## src/rtl/avalon_st_if.sv

```systemverilog
// Avalon-ST streaming bundle: one data beat per valid&&ready, with packet
// delimiters (sop/eop) and an empty count of unused bytes on the eop beat.
interface avalon_st_if #(
   parameter int DATA_WIDTH_IN_BYTES = 16
);
   localparam int EMPTY_W = (DATA_WIDTH_IN_BYTES > 2) ? $clog2(DATA_WIDTH_IN_BYTES) : 1;

   logic [DATA_WIDTH_IN_BYTES*8-1:0] data;
   logic                             valid;
   logic                             ready;
   logic                             sop;
   logic                             eop;
   logic [EMPTY_W-1:0]               empty;

   modport master (output data, valid, sop, eop, empty, input ready);
   modport slave  (input data, valid, sop, eop, empty, output ready);
endinterface

```

## src/rtl/avalon_st_pkt_gen.sv

```systemverilog
// Avalon-ST packet source: on start, emits one packet of pkt_len bytes whose
// byte i is (seed + i) mod 256, honouring ready backpressure.
module avalon_st_pkt_gen #(
   parameter  int DATA_WIDTH_IN_BYTES = 16,
   parameter  int MAX_PKT_LEN_BYTES   = 4096,
   localparam int LEN_W = (MAX_PKT_LEN_BYTES + 1 > 2) ? $clog2(MAX_PKT_LEN_BYTES + 1) : 1
) (
   input  logic             clk,
   input  logic             rst,
   input  logic             start,
   input  logic [LEN_W-1:0] pkt_len,
   input  logic [7:0]       seed,
   output logic             busy,
   output logic             done,
   output logic             err,
   avalon_st_if.master      msg_out
);

   function automatic int log2up_func(input int v);
      return (v > 2) ? $clog2(v) : 1;
   endfunction

   localparam int DW      = DATA_WIDTH_IN_BYTES;
   localparam int DATA_W  = DW * 8;
   localparam int EMPTY_W = log2up_func(DW);
   localparam int OFF_W   = LEN_W + 1;

   typedef enum logic {IDLE, SEND} state_t;

   // Beat contents are derived from the byte offset of the beat's lane 0.
   function automatic logic [DATA_W-1:0] beat_data_f(input logic [7:0]       s,
                                                     input logic [OFF_W-1:0] off,
                                                     input logic [OFF_W-1:0] len);
      logic [DATA_W-1:0] d;
      logic [OFF_W-1:0]  idx;
      d = '0;
      for (int k = 0; k < DW; k++) begin
         idx = off + OFF_W'(k);
         if (idx < len) d[8*k +: 8] = s + 8'(idx);
      end
      return d;
   endfunction

   function automatic logic beat_eop_f(input logic [OFF_W-1:0] off,
                                       input logic [OFF_W-1:0] len);
      return (off + OFF_W'(DW)) >= len;
   endfunction

   function automatic logic [EMPTY_W-1:0] beat_empty_f(input logic [OFF_W-1:0] off,
                                                       input logic [OFF_W-1:0] len);
      logic [OFF_W-1:0] e;
      e = off + OFF_W'(DW) - len;
      return beat_eop_f(off, len) ? EMPTY_W'(e) : '0;
   endfunction

   state_t             state_q, state_d;
   logic [LEN_W-1:0]   len_q, len_d;
   logic [7:0]         seed_q, seed_d;
   logic [OFF_W-1:0]   off_q, off_d;
   logic [DATA_W-1:0]  data_q, data_d;
   logic               valid_q, valid_d;
   logic               sop_q, sop_d;
   logic               eop_q, eop_d;
   logic [EMPTY_W-1:0] empty_q, empty_d;
   logic               busy_q, busy_d;
   logic               done_q, done_d;
   logic               err_q, err_d;

   logic [OFF_W-1:0]   off_nxt;
   logic [OFF_W-1:0]   len_ext;
   logic [OFF_W-1:0]   start_len;
   logic               len_ok;

   assign off_nxt   = off_q + OFF_W'(DW);
   assign len_ext   = {1'b0, len_q};
   assign start_len = {1'b0, pkt_len};
   assign len_ok    = (pkt_len != '0) && (pkt_len <= LEN_W'(MAX_PKT_LEN_BYTES));

   always_comb begin
      state_d = state_q;
      len_d   = len_q;
      seed_d  = seed_q;
      off_d   = off_q;
      data_d  = data_q;
      valid_d = valid_q;
      sop_d   = sop_q;
      eop_d   = eop_q;
      empty_d = empty_q;
      busy_d  = busy_q;
      done_d  = 1'b0;
      err_d   = 1'b0;
      unique case (state_q)
         IDLE: begin
            if (start) begin
               if (len_ok) begin
                  state_d = SEND;
                  len_d   = pkt_len;
                  seed_d  = seed;
                  off_d   = '0;
                  valid_d = 1'b1;
                  busy_d  = 1'b1;
                  sop_d   = 1'b1;
                  eop_d   = beat_eop_f('0, start_len);
                  empty_d = beat_empty_f('0, start_len);
                  data_d  = beat_data_f(seed, '0, start_len);
               end else begin
                  err_d = 1'b1;
               end
            end
         end
         SEND: begin
            if (msg_out.ready) begin
               if (eop_q) begin
                  state_d = IDLE;
                  valid_d = 1'b0;
                  busy_d  = 1'b0;
                  done_d  = 1'b1;
                  sop_d   = 1'b0;
                  eop_d   = 1'b0;
                  empty_d = '0;
                  data_d  = '0;
               end else begin
                  off_d   = off_nxt;
                  sop_d   = 1'b0;
                  eop_d   = beat_eop_f(off_nxt, len_ext);
                  empty_d = beat_empty_f(off_nxt, len_ext);
                  data_d  = beat_data_f(seed_q, off_nxt, len_ext);
               end
            end
         end
         default: state_d = IDLE;
      endcase
   end

   always_ff @(posedge clk) begin
      if (rst) begin
         state_q <= IDLE;
         len_q   <= '0;
         seed_q  <= '0;
         off_q   <= '0;
         data_q  <= '0;
         valid_q <= 1'b0;
         sop_q   <= 1'b0;
         eop_q   <= 1'b0;
         empty_q <= '0;
         busy_q  <= 1'b0;
         done_q  <= 1'b0;
         err_q   <= 1'b0;
      end else begin
         state_q <= state_d;
         len_q   <= len_d;
         seed_q  <= seed_d;
         off_q   <= off_d;
         data_q  <= data_d;
         valid_q <= valid_d;
         sop_q   <= sop_d;
         eop_q   <= eop_d;
         empty_q <= empty_d;
         busy_q  <= busy_d;
         done_q  <= done_d;
         err_q   <= err_d;
      end
   end

   assign msg_out.data  = data_q;
   assign msg_out.valid = valid_q;
   assign msg_out.sop   = sop_q;
   assign msg_out.eop   = eop_q;
   assign msg_out.empty = empty_q;
   assign busy          = busy_q;
   assign done          = done_q;
   assign err           = err_q;

endmodule

```

## src/flat_wrapper.sv

```systemverilog
// flat-port wrapper written by rule: the top's interface ports become plain ports
module avalon_st_pkt_gen_flat 
#(
   parameter  int DATA_WIDTH_IN_BYTES = 16,
   parameter  int MAX_PKT_LEN_BYTES   = 4096,
   localparam int LEN_W = (MAX_PKT_LEN_BYTES + 1 > 2) ? $clog2(MAX_PKT_LEN_BYTES + 1) : 1
)
  (clk, rst, start, pkt_len, seed, busy, done, err, msg_out_data, msg_out_valid, msg_out_sop, msg_out_eop, msg_out_empty, msg_out_ready);
  avalon_st_if #(.DATA_WIDTH_IN_BYTES(DATA_WIDTH_IN_BYTES)) msg_out_i ();
  input  logic clk;
  input  logic rst;
  input  logic start;
  input  logic [LEN_W-1:0] pkt_len;
  input  logic [7:0] seed;
  output logic busy;
  output logic done;
  output logic err;
  output wire logic [$bits(msg_out_i.data)-1:0] msg_out_data;
  output wire logic [$bits(msg_out_i.valid)-1:0] msg_out_valid;
  output wire logic [$bits(msg_out_i.sop)-1:0] msg_out_sop;
  output wire logic [$bits(msg_out_i.eop)-1:0] msg_out_eop;
  output wire logic [$bits(msg_out_i.empty)-1:0] msg_out_empty;
  input wire logic [$bits(msg_out_i.ready)-1:0] msg_out_ready;
  assign msg_out_data = msg_out_i.data;
  assign msg_out_valid = msg_out_i.valid;
  assign msg_out_sop = msg_out_i.sop;
  assign msg_out_eop = msg_out_i.eop;
  assign msg_out_empty = msg_out_i.empty;
  assign msg_out_i.ready = msg_out_ready;
  avalon_st_pkt_gen #(.DATA_WIDTH_IN_BYTES(DATA_WIDTH_IN_BYTES), .MAX_PKT_LEN_BYTES(MAX_PKT_LEN_BYTES)) u_core (.clk(clk), .rst(rst), .start(start), .pkt_len(pkt_len), .seed(seed), .busy(busy), .done(done), .err(err), .msg_out(msg_out_i));
endmodule
```

## config.mk

```make
export PLATFORM = sky130hd
export DESIGN_NAME = avalon_st_pkt_gen_flat
export DESIGN_NICKNAME = d
export VERILOG_FILES = /design/src/rtl/avalon_st_if.sv /design/src/rtl/avalon_st_pkt_gen.sv /design/src/flat_wrapper.sv
export SDC_FILE = /design/constraint.sdc
export NUM_CORES = 1
export LEC_CHECK = 0
export ABC_CLOCK_PERIOD_IN_PS = 5600
export BUFFER_PORTS_ARGS = -buffer_cell sky130_fd_sc_hd__buf_2
export CORE_ASPECT_RATIO = 1.25
export CORE_MARGIN = 5
export CORE_UTILIZATION = 41
export CTS_CLUSTER_DIAMETER = 60
export DETAILED_ROUTE_END_ITERATION = 10
export GPL_TIMING_DRIVEN = 0
export SYNTH_ARGS = -nofsm -noshare
export SYNTH_HDL_FRONTEND = slang
export SYNTH_SLANG_ARGS = --single-unit
```

## constraint.sdc

```tcl
create_clock -name clk -period 5.6 [get_ports clk]
set_input_delay 0.28 -clock clk [delete_from_list [all_inputs] [get_ports clk]]
set_output_delay 0.28 -clock clk [all_outputs]
set_load 0.01 [all_outputs]
```

==> flow_metrics.tcl <==
set metrics [dict create \
    outcome "finished, violations left" \
    failed_checks "capacitance limit" \
    hold_buffers 0 \
    fin_worst_skew_ps 22.8 \
    worst_pin_slew_ps 1430 \
    yosys-top-cells-count "nor2_1 (196), dfxtp_1 (169), a21oi_1 (134), nor3_1 (114), xnor2_1 (107)" \
    grt_max_degree 19 \
    critPathKind "register to register" \
    synth_top_area_cell "dfxtp_1" \
    drtIter0Drc 1585 \
    fin_setup_tns_ps 0 \
    grt-ovfl-total 0 \
    drc_errors 0 \
    hold_class "input port to register" \
    synth_top_area_share_pct 27.5 \
    synth_edf_count 0 \
    fmax_ghz 0.211 \
    coreArea_um2 29800 \
    fillCellCount 3196 \
    synthFlopType "dfxtp_1" \
    cts_resized 0 \
    dieArea_um2 33600 \
    ys_warn_count 0 \
    cp_max_fo 8 \
    synth-seq-cells 169 \
    via_per_inst 6.23 \
    grt_pass1_wl_um 91100 \
    rows 71 \
    cp.arrival_ps 5120 \
    drt-pass1-iter-count 5 \
    cts_made_buffers 17 \
    fin_util_pct 47.6 \
    syn_avg_cell_area_um2 7.57 \
    syn-cell-area_um2 12300 \
    synth-async-reset-ratio_pct 0 \
    clkPwrFrac_pct 31.5 \
    cpPeakStageDelay_ps 850 \
    powerDensity_nw_per_um2 283 \
    areaGrowthSynthToFinish_pct 15.5 \
    wl_per_cell_um 29.1 \
    cp.depth 13 \
    reg2reg_slack_ps 850 \
    drive_above_1_share_pct 14.1 \
    die_w_um 165 \
    internal-power_mw 2.37 \
    end_kind "register" \
    nets 1902 \
    clock_latency_ps 470 \
    fin_crit_ps 4750 \
    antenna_found_initial 0 \
    crit_buf_inv 2 \
    cap_violations 1 \
    syn_nets 1726 \
    final-max-slew-violation-count 0 \
    io_buffers 157 \
    peakVddDrop_uv 204 \
    final-seq-area_um2 3380 \
    clk_pin_slew_ps 90 \
    multiInputGateArea_um2 8170 \
    crit_path_cell_trace "ha_1 -> nand4_1 -> o21ai_0 -> and2_1 -> clkbuf_1 -> inv_1 -> ha_1 -> or4_1 -> a211oi_1 -> o21ai_0 -> a211oi_2 -> a32oi_1 -> a211oi_1" \
    rsz0062_at_grt "no" \
    p_sw_mw 1.65 \
    pwr-share-seq_pct 34.6 \
    antenna_cells 0 \
    first_global_vias 13193 \
    p_sw_share_pct 41.1 \
    leakage_nw 5.96 \
    cpMaxStageDelayCell "a211oi_2" \
    start_util_pct 41.2 \
    final_hold_viol_count 0 \
    vias 13800 \
    die_h_um 204 \
    dpl.cell_count 2183 \
    post_cts_buffers 0 \
    worstSetupStartpoint "u_core.off_q[4]" \
    root_buffer "clkbuf_16" \
    relSlewSlack_pct 1.97 \
    r2r_start "u_core.off_q[4]" \
    crit_path_start_kind "register" \
    regToRegEndpoint "u_core.msg_out.data[7]" \
    cp_top_family "compound AO/OA/AOI/OAI gates" \
    worst_r2r_path_depth 13 \
    instances_no_fill 2215 \
    synth.area.top_cells "dfxtp_1 (27%), ha_1 (7.7%), xnor2_1 (7.6%)" \
    endpoint "u_core.msg_out.data[7]" \
    drt-total-wl_um 64400 \
    cts.path.max_buffers 2 \
    p_total_mw 4.02 \
    ys_types 77 \
    setup-violations-final 0 \
    comb_power_share_pct 33.9 \
    cts_tree "built" \
    io_pins 163 \
    hpwl_um 51700 \
    cp.required_ps 5980 \
    synth.most_common_cell "nor2_1" \
    min_period_over_period_pct 84.8 \
    drtAntennaViolNets 0 \
    htree_levels 4 \
    grtUsageTotal_pct 37.7 \
    ys_seq_area_share_pct 27.5 \
    gp_congestion 1.09 \
    cts_num_sinks 169 \
    synth_cells 1625 \
]
==> metrics by stage <==
step / hold slack, ps / setup slack, ps / instance area (µm²)
final: 66.5 / 852 / 14200
after global routing: 83.6 / 657 / 14200
after CTS: 73.4 / 926 / 14200
after detailed placement: 452 / 960 / 13600
after global placement: 445 / 303 / 13600
after floorplan: 416 / 2250 / 12300
==> metal layers <==
layer  vias up  GRT usage, %  wire [µm]
li1       6189             -          -
met1      6574          45.0      24400
met2       829          60.8      29600
met3       208          4.89       4380
met4         0          28.8       6010
met5         -             0          0
==> worst min-delay path by stage <==
stage | start | to | depth (start not counted)
after global placement | u_core.len_q[5] | u_core.len_q[5] | 2
after global routing | pkt_len[8] | u_core.len_q[8] | 3
final | pkt_len[8] | u_core.len_q[8] | 3
after detailed placement | u_core.len_q[4] | u_core.len_q[4] | 2
after CTS | pkt_len[8] | u_core.len_q[8] | 3
after floorplan | pkt_len[10] | u_core.len_q[10] | 2
==> kinds of logic after synthesis <==
family,synth area share [%]
buf+inv,6.16
fa+ha+maj,7.73
simple gates,21.0
compound gates,25.6
xor+xnor,11.9
flops,27.5
==> tightest hold or removal path: cells and delay by family <==
| family | cells | cell delay (ps) |
|---|---|---|
| AOI/OAI and AO/OA | 1 | 50 |
| buffers and inverters | 1 | 110 |
| and+or+nand+nor | 1 | 50 |
==> power groups by stage <==
stage	Sequential (mW)	Combinational, mW	Clock (mW)
after floorplan	1.45	0.713	0
after global placement	1.41	1.32	0
after detailed placement	1.42	1.32	0
after CTS	1.39	1.33	1.26
after global routing	1.40	1.43	1.32
final	1.39	1.36	1.27
==> state kept, by name (all words and copies together), names as in the netlist <==
register / count
u_core.msg_out.eop: 1
u_core.off_q: 10
u_core.msg_out.data: 128
u_core.state_q: 1
u_core.len_q: 13
u_core.msg_out.valid: 1
u_core.seed_q: 8
u_core.done: 1
u_core.msg_out.sop: 1
u_core.msg_out.empty: 4
u_core.err: 1
==> cell type report <==
class	instances	area share (%)
inverters	55	1.45
multi-input cells	1275	57.5
plain buffers	126	3.88
clock inverters	15	1.26
flip-flops and latches	169	23.8
well taps	401	3.53
clock buffers	17	2.99
repair buffers	157	5.53
==> placed cells by master (no fill, tap or decap), types with 5 or more instances in the layout <==
cell	n
a221oi_1	27
nand3_1	34
buf_1	6
a32oi_1	17
a211oi_1	47
clkbuf_1	80
and3_1	7
xor2_1	59
inv_1	52
nand2b_1	19
clkbuf_16	17
dfxtp_1	169
buf_2	189
nor4_1	5
and2_1	10
o21ai_0	84
o211ai_1	5
a21boi_0	6
and4_1	5
ha_1	76
a21oi_1	134
nor3_1	113
o221ai_1	9
nor2b_1	12
o21a_1	7
nand2_1	101
inv_8	6
a21o_1	23
nor2_1	196
a311oi_1	7
a31oi_1	49
o21bai_1	10
xnor2_1	107
o31ai_1	9
or3_1	9
nand4_1	18
Power figures use the tool's default switching activity.
